`src/rtl/sdram_burst_sequencer.sv`:
```
// SDRAM burst start/stop sequencer: issues NUM_BURSTS burst-begin pulses per HPS start and measures run cycles.
// Define SDRAM_BURST_SEQ_TIMEOUT_EN to build the per-burst write-response timeout and timeout_flag.
module sdram_burst_sequencer #(
    parameter int NUM_BURSTS     = 16,
    parameter int TIMEOUT_CYCLES = 65535,
    parameter int CNT_W          = 32
) (
    input  logic             sys_ref_clk_clk,
    input  logic             sys_ref_reset_reset_n,
    input  logic             startsignal_export,
    input  logic [3:0]       pushbutton_export,
    input  logic             sdramstartstop_writeresponsevalid_n,
    output logic             sdramstartstop_beginbursttransfer,
    output logic             donesignal_export,
    output logic             timeout_flag,
    output logic [15:0]      burst_count,
    output logic [CNT_W-1:0] cycle_count
);

    typedef enum logic [1:0] {
        IDLE  = 2'd0,
        ISSUE = 2'd1,
        WAIT  = 2'd2,
        DONE  = 2'd3
    } state_t;

    // An out-of-range configuration never arms a run.
    localparam logic CFG_OK = (NUM_BURSTS >= 1) && (NUM_BURSTS <= 65535) &&
                              (TIMEOUT_CYCLES >= 1) && (TIMEOUT_CYCLES <= 65535);
    localparam logic [15:0]      BURST_LAST = 16'(NUM_BURSTS);
    localparam logic [CNT_W-1:0] CNT_MAX    = {CNT_W{1'b1}};
    localparam logic [CNT_W-1:0] CNT_ONE    = {{(CNT_W-1){1'b0}}, 1'b1};

    state_t      state_r;
    state_t      state_next_s;
    logic        start_q_r;
    logic        key_meta_r;
    logic        key_sync_r;
    logic        key_prev_r;
    logic        start_rise_s;
    logic        abort_s;
    logic        resp_s;
    logic        arm_s;
    logic        count_resp_s;
    logic        tmo_hit_s;
    logic        tmo_fire_s;
    logic [15:0] burst_inc_s;
    logic        unused_keys_s;

    assign unused_keys_s = ^pushbutton_export[3:1];

    assign start_rise_s = startsignal_export & ~start_q_r;
    assign abort_s      = key_prev_r & ~key_sync_r;
    assign resp_s       = ~sdramstartstop_writeresponsevalid_n;
    assign burst_inc_s  = burst_count + 16'd1;

    // Start edge register and KEY[0] synchronizer with falling-edge history.
    always_ff @(posedge sys_ref_clk_clk or negedge sys_ref_reset_reset_n) begin
        if (!sys_ref_reset_reset_n) begin
            start_q_r  <= 1'b0;
            key_meta_r <= 1'b1;
            key_sync_r <= 1'b1;
            key_prev_r <= 1'b1;
        end else begin
            start_q_r  <= startsignal_export;
            key_meta_r <= pushbutton_export[0];
            key_sync_r <= key_meta_r;
            key_prev_r <= key_sync_r;
        end
    end

    // Next-state decode; abort outranks a response, which outranks the timeout.
    always_comb begin
        state_next_s = state_r;
        arm_s        = 1'b0;
        count_resp_s = 1'b0;
        tmo_fire_s   = 1'b0;
        case (state_r)
            IDLE: begin
                if (start_rise_s && CFG_OK) begin
                    arm_s        = 1'b1;
                    state_next_s = ISSUE;
                end else begin
                    state_next_s = IDLE;
                end
            end
            ISSUE: begin
                if (abort_s) begin
                    state_next_s = IDLE;
                end else begin
                    state_next_s = WAIT;
                end
            end
            WAIT: begin
                if (abort_s) begin
                    state_next_s = IDLE;
                end else if (resp_s) begin
                    count_resp_s = 1'b1;
                    if (burst_inc_s == BURST_LAST) begin
                        state_next_s = DONE;
                    end else begin
                        state_next_s = ISSUE;
                    end
                end else if (tmo_hit_s) begin
                    tmo_fire_s   = 1'b1;
                    state_next_s = DONE;
                end else begin
                    state_next_s = WAIT;
                end
            end
            DONE: begin
                if (!startsignal_export) begin
                    state_next_s = IDLE;
                end else begin
                    state_next_s = DONE;
                end
            end
            default: begin
                state_next_s = IDLE;
            end
        endcase
    end

    // State register plus pulse/flag outputs decoded from the next state so they stay registered.
    always_ff @(posedge sys_ref_clk_clk or negedge sys_ref_reset_reset_n) begin
        if (!sys_ref_reset_reset_n) begin
            state_r                           <= IDLE;
            sdramstartstop_beginbursttransfer <= 1'b0;
            donesignal_export                 <= 1'b0;
        end else begin
            state_r                           <= state_next_s;
            sdramstartstop_beginbursttransfer <= (state_next_s == ISSUE);
            donesignal_export                 <= (state_next_s == DONE);
        end
    end

    // Burst and saturating cycle counters; both hold their value once the run leaves ISSUE/WAIT.
    always_ff @(posedge sys_ref_clk_clk or negedge sys_ref_reset_reset_n) begin
        if (!sys_ref_reset_reset_n) begin
            burst_count <= 16'd0;
            cycle_count <= {CNT_W{1'b0}};
        end else if (arm_s) begin
            burst_count <= 16'd0;
            cycle_count <= {CNT_W{1'b0}};
        end else begin
            if (count_resp_s) begin
                burst_count <= burst_inc_s;
            end
            if (((state_r == ISSUE) || (state_r == WAIT)) && (cycle_count != CNT_MAX)) begin
                cycle_count <= cycle_count + CNT_ONE;
            end
        end
    end

`ifdef SDRAM_BURST_SEQ_TIMEOUT_EN
    localparam logic [15:0] TMO_LAST = 16'(TIMEOUT_CYCLES - 1);

    logic [15:0] tmo_cnt_r;

    assign tmo_hit_s = (tmo_cnt_r == TMO_LAST);

    // Per-burst response timer, restarted by every burst-begin, and the sticky timeout flag.
    always_ff @(posedge sys_ref_clk_clk or negedge sys_ref_reset_reset_n) begin
        if (!sys_ref_reset_reset_n) begin
            tmo_cnt_r    <= 16'd0;
            timeout_flag <= 1'b0;
        end else if (arm_s) begin
            tmo_cnt_r    <= 16'd0;
            timeout_flag <= 1'b0;
        end else begin
            if (state_r == ISSUE) begin
                tmo_cnt_r <= 16'd0;
            end else if (state_r == WAIT) begin
                tmo_cnt_r <= tmo_cnt_r + 16'd1;
            end
            if (tmo_fire_s) begin
                timeout_flag <= 1'b1;
            end
        end
    end
`else
    assign tmo_hit_s    = 1'b0;
    assign timeout_flag = 1'b0;
`endif

endmodule

```
`config.mk`:
```
export PLATFORM = sky130hd
export DESIGN_NAME = sdram_burst_sequencer
export DESIGN_NICKNAME = d
export VERILOG_FILES = /design/src/rtl/sdram_burst_sequencer.sv
export SDC_FILE = /design/constraint.sdc
export NUM_CORES = 1
export LEC_CHECK = 0
export BUFFER_PORTS_ARGS = -buffer_cell sky130_fd_sc_hd__buf_2
export CAP_MARGIN = 15
export CORE_MARGIN = 1.5
export CORE_UTILIZATION = 35
export CTS_BUF_LIST = sky130_fd_sc_hd__clkbuf_16
export DETAILED_ROUTE_END_ITERATION = 7
export PLACE_DENSITY = 0.59
export SYNTH_ARGS = -nofsm -noshare
export SYNTH_HDL_FRONTEND = slang
export SYNTH_SLANG_ARGS = --single-unit
```
`constraint.sdc`:
```
create_clock -name sys_ref_clk_clk -period 2.4 [get_ports sys_ref_clk_clk]
set_input_delay 0.48 -clock sys_ref_clk_clk [delete_from_list [all_inputs] [get_ports sys_ref_clk_clk]]
set_output_delay 0.48 -clock sys_ref_clk_clk [all_outputs]
set_load 0.02 [all_outputs]
```
==> impl_metrics.json, run 1 <==
{
  "status": "finished clean",
  "period_needed_ns": 2.28,
  "clkPwrFrac_pct": 35.3,
  "fin_crit_sh_pct": 95.0,
  "synth-compound-area-share_pct": 13.2,
  "drive_gt1_share_pct": 22.1,
  "fin_util_pct": 44.0,
  "synthAdderAreaFrac_pct": 2.75,
  "htree_levels": 2,
  "maxCapViolations": 0,
  "synth_warnings": 0,
  "layout.cells.non_filler": 529,
  "dpl_cell_area_um2": 3700,
  "dieWidth_um": 98.5,
  "p_leak_uw": 0.00178,
  "pwr-share-comb_pct": 13.8,
  "io_buffers": 54,
  "initial_core_util_pct": 36.4,
  "viasPerCell": 5.52,
  "vias": 2918,
  "die-area_um2": 9700,
  "dr.max_layer_used": "met4",
  "dp_hpwl_um": 5660,
  "crit_required_ns": 2.57,
  "final.fill_count": 893,
  "clk_pin_slew_worst_paths_ns": 0.07,
  "ys.flop_type": "dfrtp_1",
  "setup_viol": 0,
  "dp.cells": 521,
  "die_y_um": 98.5,
  "synth-xor-area-share_pct": 7.14,
  "postSynthCellCount": 355,
  "synth_seq_cells": 56,
  "clock_path_buffers": 2,
  "muxShareOfSynthArea_pct": 1.25,
  "powerDensity_nw_per_um2": 525,
  "hold_viol": 0,
  "final_cell_mix": "buf_2, dfrtp_1, nand2_1, nor2_1, buf_4",
  "grt_pass1_vias": 2758,
  "relSlewSlack_pct": 61.7,
  "synthSimpleGateAreaFrac_pct": 28.4,
  "synthDistinctLibCells": 45,
  "power.switching_uw": 561,
  "grt_antenna_before_repair": 0,
  "nets": 435,
  "clock_tree.root_cell": "clkbuf_16",
  "max_freq_mhz": 439,
  "synth_area_um2": 3190,
  "layout_commonest_cell": "buf_2",
  "n_antenna_cell": 0,
  "synth_top_family_by_area": "simple AND/OR/NAND/NOR gates",
  "wl_per_cell_um": 14.5,
  "drc": 0,
  "slowest_stage": "a2111oi_1",
  "grt_pass1_wl_um": 13200,
  "wl_met3_um": 242,
  "seq_power_share_pct": 50.9,
  "rr_startpoint": "burst_count[0]",
  "drt_iter0_drc": 128,
  "grtUsageTotal_pct": 16.2,
  "core-area_um2": 8760,
  "arrival_ns": 2.45,
  "avgSynthCellArea_um2": 8.99,
  "wl_met1_um": 3740,
  "cts_resized": 0,
  "fin_setup_tns_ns": 0,
  "skew_ns": 0.00917,
  "syn-num-nets": 370,
  "cts_tree": "done",
  "seqCellArea_um2": 1410,
  "path_cells": "nand3_1 > or3_1 > a2111oi_1 > buf_4 > o2111ai_1 > a211o_1",
  "synth-edff-count": 0,
  "insertion_delay_ns": 0.29,
  "ctsHoldBuffers": 0,
  "design_area_um2": 3860,
  "routabilityCongestion": 0.824,
  "multi_input_area_um2": 1700,
  "wl_met2_um": 3620,
  "wl_um": 7680,
  "grt_max_degree": 33,
  "synthArstFlopShare_pct": 100,
  "rows": 34,
  "end_kind": "flop",
  "areaGrowthSynthToFinish_pct": 20.9,
  "rsz0062_at_grt": "false",
  "timing.hold.ws_ns": 0.131,
  "pin_count": 59,
  "rr_endpoint": "sdramstartstop_beginbursttransfer",
  "worst_pin_slew_ns": 0.568,
  "hold_class": "in -> async",
  "cts_buffers": 5,
  "cp-start-kind": "flop",
  "rr_worst_depth": 6,
  "cts.sinks": 56,
  "postRouteAntennaNets": 0,
  "seq_area_frac_synth_pct": 44.0,
  "critical_path_class": "reg -> reg",
  "dr.pass1.iters": 4,
  "reg2reg_slack_ns": 0.12,
  "grt_remaining_overflow": 0,
  "p_int_uw": 1460,
  "postCtsSetupRepairBufs": 0,
  "max_stage_delay_ns": 0.45,
  "slew_viol_final": 0,
  "ir_drop_mv": 0.263,
  "crit_fanout": 8,
  "sw_frac_of_total_pct": 27.7
}
[how the worst max path moves through the flow]
stage                          from                                 to  depth (start not counted)
global placement     burst_count[0]  sdramstartstop_beginbursttransfer                          6
global route        cycle_count[14]                    cycle_count[23]                          5
finish               burst_count[0]  sdramstartstop_beginbursttransfer                          6
detailed placement   burst_count[0]  sdramstartstop_beginbursttransfer                          6
floorplan            cycle_count[3]                    cycle_count[31]                          6
CTS                  burst_count[0]  sdramstartstop_beginbursttransfer                          6
[sequential cells by signal (all words and copies together) (netlist names)]
| signal | flops |
|---|---|
| cycle_count | 32 |
| burst_count | 16 |
| state_r | 2 |
| donesignal_export | 1 |
| key_meta_r | 1 |
| key_prev_r | 1 |
| key_sync_r | 1 |
| sdramstartstop_beginbursttransfer | 1 |
| start_q_r | 1 |
[synth_stat cells, types with 11 or more instances]
| cell | number | area share [%] |
|---|---|---|
| a21oi_1 | 16 | 2.5 |
| xnor2_1 | 18 | 4.9 |
| clkbuf_1 | 15 | 1.8 |
| o21ai_0 | 12 | 1.9 |
| nand3_1 | 17 | 2.7 |
| o31ai_1 | 13 | 3.1 |
| nand2_1 | 39 | 4.6 |
| nor2_1 | 34 | 4.0 |
| dfrtp_1 | 53 | 42 |
| or3_1 | 11 | 2.2 |
| nor3_1 | 12 | 1.9 |
| nand4_1 | 11 | 2.2 |
[routing by layer]
metal | vias to the layer above | global-route usage, %
met5 | - | 0
met4 | 0 | 4.33
met3 | 7 | 1.91
met2 | 58 | 26.3
met1 | 1421 | 23.1
li1 | 1432 | -
[per-stage QoR]
stage / power [µW] / setup slack [ns]
CTS: 2060 / 0.0342
finish: 2020 / 0.120
detailed placement: 1330 / 0.0755
global route: 2130 / 0.0132
global placement: 1320 / 0.00714
floorplan: 1210 / 0.00420
[power groups by stage]
stage / Sequential [µW] / Combinational [µW] / Clock [µW]
final: 1030 / 279 / 714
after global routing: 1040 / 310 / 775
after CTS: 1030 / 283 / 746
after detailed placement: 1050 / 281 / 0
after global placement: 1050 / 276 / 0
after floorplan: 1080 / 136 / 0
[kinds of logic (layout without fill, tap and decap cells)]
group                    after synthesis  count (layout)
XOR/XNOR                              26              26
multiplexers                           4               4
flip-flops                            56              56
AO/OA/AOI/OAI                         64              64
AND/OR/NAND/NOR                      172             172
buffers and inverters                 25              91
adder cells (fa/ha/maj)                7               7
other                                  1               1
[worst max-delay path: cells and delay by family (launching register included)]
family	cells	cell delay (ns)
DFF	1	0.41
AOI/OAI and AO/OA	3	0.90
and+or+nand+nor	2	0.66
buffers and inverters	1	0.20
[cell type report]
| type | instances | share of cell area [%] |
|---|---|---|
| clock buffer | 5 | 3.24 |
| clock inverter | 3 | 0.487 |
| inverter | 7 | 0.681 |
| multi-input combinational | 274 | 44.0 |
| sequential | 56 | 36.4 |
| tap | 108 | 3.50 |
| timing repair buffer | 76 | 11.6 |
Power figures use the tool's default switching activity.
==> run 2: changes to the inputs <==
--- a/config.mk
+++ b/config.mk
@@ -12,5 +12,5 @@
 export CTS_BUF_LIST = sky130_fd_sc_hd__clkbuf_16
 export DETAILED_ROUTE_END_ITERATION = 7
-export PLACE_DENSITY = 0.59
+export PLACE_DENSITY = 0.57
 export SYNTH_ARGS = -nofsm -noshare
 export SYNTH_HDL_FRONTEND = slang
==> constraint.sdc (replaced) <==
create_clock -name sys_ref_clk_clk -period 2.7 [get_ports sys_ref_clk_clk]
set_input_delay 0.135 -clock sys_ref_clk_clk [delete_from_list [all_inputs] [get_ports sys_ref_clk_clk]]
set_output_delay 0.135 -clock sys_ref_clk_clk [all_outputs]
set_load 0.02 [all_outputs]
==> impl_metrics.json, run 2 (synthesized netlist as in run 1, its figures left out) <==
{
  "status": "finished clean",
  "top_regs": "cycle_count: 32 flops, burst_count: 16 flops, state_r: 2 flops",
  "postCtsSetupRepairBufs": 0,
  "fin_crit_sh_pct": 89.6,
  "fin_util_pct": 43.1,
  "hold_class": "in -> reg",
  "end_kind": "flop",
  "skew_ns": 0.00666,
  "cts_resized": 0,
  "maxCapViolations": 0,
  "die-area_um2": 9700,
  "clock_tree.root_cell": "clkbuf_16",
  "worst_pin_slew_ns": 0.766,
  "p_leak_uw": 0.00174,
  "grtUsageTotal_pct": 17.1,
  "clock_path_buffers": 2,
  "n_antenna_cell": 0,
  "ir_drop_mv": 0.212,
  "dr.pass1.iters": 4,
  "max_freq_mhz": 413,
  "grt_pass1_vias": 2680,
  "die_y_um": 98.5,
  "largest-register": "cycle_count",
  "crit_fanout": 8,
  "drive_gt1_share_pct": 19.1,
  "insertion_delay_ns": 0.29,
  "wl_per_cell_um": 15.3,
  "final_cell_mix": "buf_2, dfrtp_1, nand2_1, nor2_1, xnor2_1",
  "crit_required_ns": 2.92,
  "grt_antenna_before_repair": 0,
  "grt_max_degree": 33,
  "dieWidth_um": 98.5,
  "postRouteAntennaNets": 0,
  "io_buffers": 54,
  "layout_commonest_cell": "buf_2",
  "setup_viol": 0,
  "initial_core_util_pct": 36.4,
  "hold_viol": 0,
  "routabilityCongestion": 0.787,
  "cts_buffers": 5,
  "htree_levels": 2,
  "design_area_um2": 3780,
  "period_needed_ns": 2.42,
  "drt_iter0_drc": 163,
  "drc": 0,
  "timing.hold.ws_ns": 0.0229,
  "critical_path_class": "reg -> reg",
  "viasPerCell": 5.49,
  "nets": 428,
  "cts_tree": "done",
  "areaGrowthSynthToFinish_pct": 18.4,
  "dpl_cell_area_um2": 3620,
  "wl_um": 7990,
  "grt_pass1_wl_um": 13600,
  "slew_viol_final": 0,
  "pin_count": 59,
  "core-area_um2": 8760,
  "rsz0062_at_grt": "false",
  "rows": 34,
  "fin_setup_tns_ns": 0,
  "grt_remaining_overflow": 0,
  "arrival_ns": 2.64,
  "dp_hpwl_um": 5710,
  "powerDensity_nw_per_um2": 476,
  "vias": 2868,
  "clk_pin_slew_worst_paths_ns": 0.07,
  "largest_reg_flops": 32,
  "relSlewSlack_pct": 49.0,
  "cp-start-kind": "flop",
  "cts.sinks": 56
}
==> run 2: changes by cell type in the layout (fill, tap and decap cells not counted) <==
cell           previous run  this run
buf_4                    21        13
clkinv_2                  2         0
dlygate4sd3_1             0         2
inv_1                     7         9
a2111oi_0                 0         1
a2111oi_1                 1         0
buf_12                    1         0
clkinv_1                  0         1
clkinv_4                  1         0
nor3_1                   11        12
nor3_2                    1         0
or3_1                    10        11
or3_4                     1         0
==> run 2: routing by layer <==
| metal | GRT usage, % | vias up | wire length (µm) |
|---|---|---|---|
| met5 | 0 | - | 0 |
| met4 | 4.88 | 0 | 93 |
| met1 | 25.3 | 1405 | 4060 |
| met2 | 25.8 | 39 | 3600 |
| li1 | - | 1416 | - |
| met3 | 2.84 | 8 | 241 |
==> run 2: metrics by stage <==
stage,setup slack [ns],total power [µW],instances
final,0.280,1800,522
after global routing,0.124,1890,522
after CTS,0.271,1820,522
after detailed placement,0.281,1180,512
after global placement,0.336,1170,512
after floorplan,0.304,1080,355
==> run 2: worst max-delay path, cell delays in order (launching register included) <==
cell	delay, ns
dfrtp_1	0.47
nand4_2	0.17
or4_4	0.56
or3_1	0.48
or4_1	0.50
a21oi_1	0.16
==> run 2: timing repair <==
item	in CTS	in global routing
setup endpoints to repair	0	0
hold buffers	2	0
hold endpoints to repair	31	0
==> run 2: cell type report <==
type	instances	area [µm²]
clock buffers	5	125
clock inverters	3	11.3
fillers	886	4990
inverters	7	26.3
multi-input cells	274	1690
flip-flops and latches	56	1410
well taps	108	135
repair buffers	69	388
==> run 2: power breakdown <==
| group | internal [µW] | switching (µW) |
|---|---|---|
| clock | 335 | 297 |
| sequential | 873 | 47.6 |
| combinational | 80.7 | 164 |
| total | 1290 | 509 |
==> run 2: final timing paths <==
path	startpoint	endpoint	slack, ns	cells past startpoint
setup / recovery	cycle_count[3]	cycle_count[25]	0.28	5
hold / removal	startsignal_export	start_q_r	0.02	1
setup reg to reg	cycle_count[3]	cycle_count[25]	0.28	5
hold reg to reg	key_meta_r	key_sync_r	0.36	0
max in group asynchronous	sys_ref_reset_reset_n	key_meta_r	1.52	3
min in group asynchronous	sys_ref_reset_reset_n	burst_count[3]	0.46	2
==> run 3: changes to the inputs <==
PLACE_DENSITY = 0.51   (was 0.57)
clock period = 2.67 ns   (was 2.7 ns; I/O delays follow)
==> impl_metrics.json, run 3 (synthesized netlist as in run 1, its figures left out) <==
{
  "status": "finished with violations",
  "violations": "hold timing",
  "p_leak_uw": 0.00173,
  "largest_reg_flops": 32,
  "grt_max_degree": 57,
  "largest-register": "cycle_count",
  "die_y_um": 98.5,
  "powerDensity_nw_per_um2": 483,
  "ctsHoldBuffers": 1,
  "skew_ns": 0.00745,
  "clock_tree.root_cell": "clkbuf_16",
  "layout_commonest_cell": "buf_2",
  "arrival_ns": 2.67,
  "postCtsSetupRepairBufs": 0,
  "slew_viol_final": 0,
  "grt_antenna_before_repair": 0,
  "viasPerCell": 5.51,
  "dpl_cell_area_um2": 3610,
  "worst_pin_slew_ns": 0.741,
  "top_regs": "cycle_count: 32 flops, burst_count: 16 flops, state_r: 2 flops",
  "grtUsageTotal_pct": 17.4,
  "cts_tree": "done",
  "fin_setup_tns_ns": 0,
  "dieWidth_um": 98.5,
  "dr.pass1.iters": 4,
  "grt_remaining_overflow": 0,
  "relSlewSlack_pct": 50.2,
  "timing.hold.ws_ns": -0.0216,
  "pin_count": 59,
  "dp_hpwl_um": 5560,
  "ir_drop_mv": 0.217,
  "hold_viol": 43,
  "drive_gt1_share_pct": 18.9,
  "hold_class": "in -> async",
  "postRouteAntennaNets": 0,
  "design_area_um2": 3760,
  "cp-start-kind": "flop",
  "fin_crit_sh_pct": 91.6,
  "drc": 0,
  "cts.sinks": 56,
  "grt_pass1_vias": 2655,
  "crit_required_ns": 2.89,
  "n_antenna_cell": 0,
  "critical_path_class": "reg -> reg",
  "drt_iter0_drc": 187,
  "die-area_um2": 9700,
  "areaGrowthSynthToFinish_pct": 17.8,
  "rows": 34,
  "multi_input_area_um2": 1690,
  "htree_levels": 2,
  "initial_core_util_pct": 36.4,
  "maxCapViolations": 0,
  "insertion_delay_ns": 0.30,
  "vias": 2866,
  "crit_fanout": 8,
  "seqCellArea_um2": 1410,
  "period_needed_ns": 2.45,
  "cts_buffers": 5,
  "final_cell_mix": "buf_2, dfrtp_1, nand2_1, nor2_1, xnor2_1",
  "grt_pass1_wl_um": 13600,
  "final.fill_count": 882,
  "end_kind": "flop",
  "routabilityCongestion": 0.786,
  "clock_path_buffers": 2,
  "io_buffers": 54,
  "nets": 426,
  "wl_um": 8030,
  "cts_resized": 0,
  "setup_viol": 0,
  "max_freq_mhz": 409,
  "clk_pin_slew_worst_paths_ns": 0.07,
  "wl_per_cell_um": 15.4,
  "rsz0062_at_grt": "false",
  "core-area_um2": 8760
}
[run 3: cell types whose count changed in the layout (fill, tap and decap cells not counted), sizes merged]
| cell | delta |
|---|---|
| buf | -1 |
| dlygate4sd3 | -1 |
[run 3: cell type report]
type                       count  share of cell area, %
inverter                       7                  0.699
multi-input combinational    274                   44.9
clock buffer                   5                   3.33
clock inverter                 3                  0.300
timing repair buffer          67                   9.85
tap                          108                   3.59
sequential                    56                   37.4
[run 3: report_power, final]
group	internal, µW	switching (µW)
clock network	339	305
logic	79.2	162
registers	883	46.8
total	1300	514
[run 3: final timing paths]
kind,endpoint,startpoint,cells past startpoint,slack (ns)
setup / recovery,cycle_count[31],cycle_count[3],5,0.22
hold / removal,burst_count[13],sys_ref_reset_reset_n,2,-0.02
setup reg to reg,cycle_count[31],cycle_count[3],5,0.22
hold reg to reg,key_sync_r,key_meta_r,0,0.36
max in group asynchronous,cycle_count[5],sys_ref_reset_reset_n,2,2.21
min in group sys_ref_clk_clk,start_q_r,startsignal_export,1,0.02
[run 3: stage by stage]
step / worst slack, ns / power [µW] / hold WS, ns / utilization [%] / cells
2_1_floorplan: 0.274 / 1090 / -0.162 / - / 355
4_1_cts: 0.218 / 1840 / 0.0165 / 42.9 / 520
6_report: 0.224 / 1820 / -0.0216 / 42.9 / 520
5_1_grt: 0.0746 / 1910 / 0.0205 / 42.9 / 520
3_3_place_gp: 0.297 / 1190 / 0.241 / 41.2 / 511
3_5_place_dp: 0.248 / 1190 / 0.245 / 41.2 / 511
[run 3: routing by layer]
metal | GRT usage [%] | wire (µm) | vias up
met2 | 25.7 | 3490 | 58
met5 | 0 | 0 | -
met1 | 26.2 | 4110 | 1395
met3 | 2.98 | 320 | 8
li1 | - | - | 1405
met4 | 5.53 | 105 | 0
[run 3: worst max-delay path, stage by stage, from the launching register on]
cell     delay (ns)
dfrtp_1        0.46
nand4_2        0.18
or4_4          0.57
or3_1          0.50
or4_1          0.51
a21oi_1        0.15
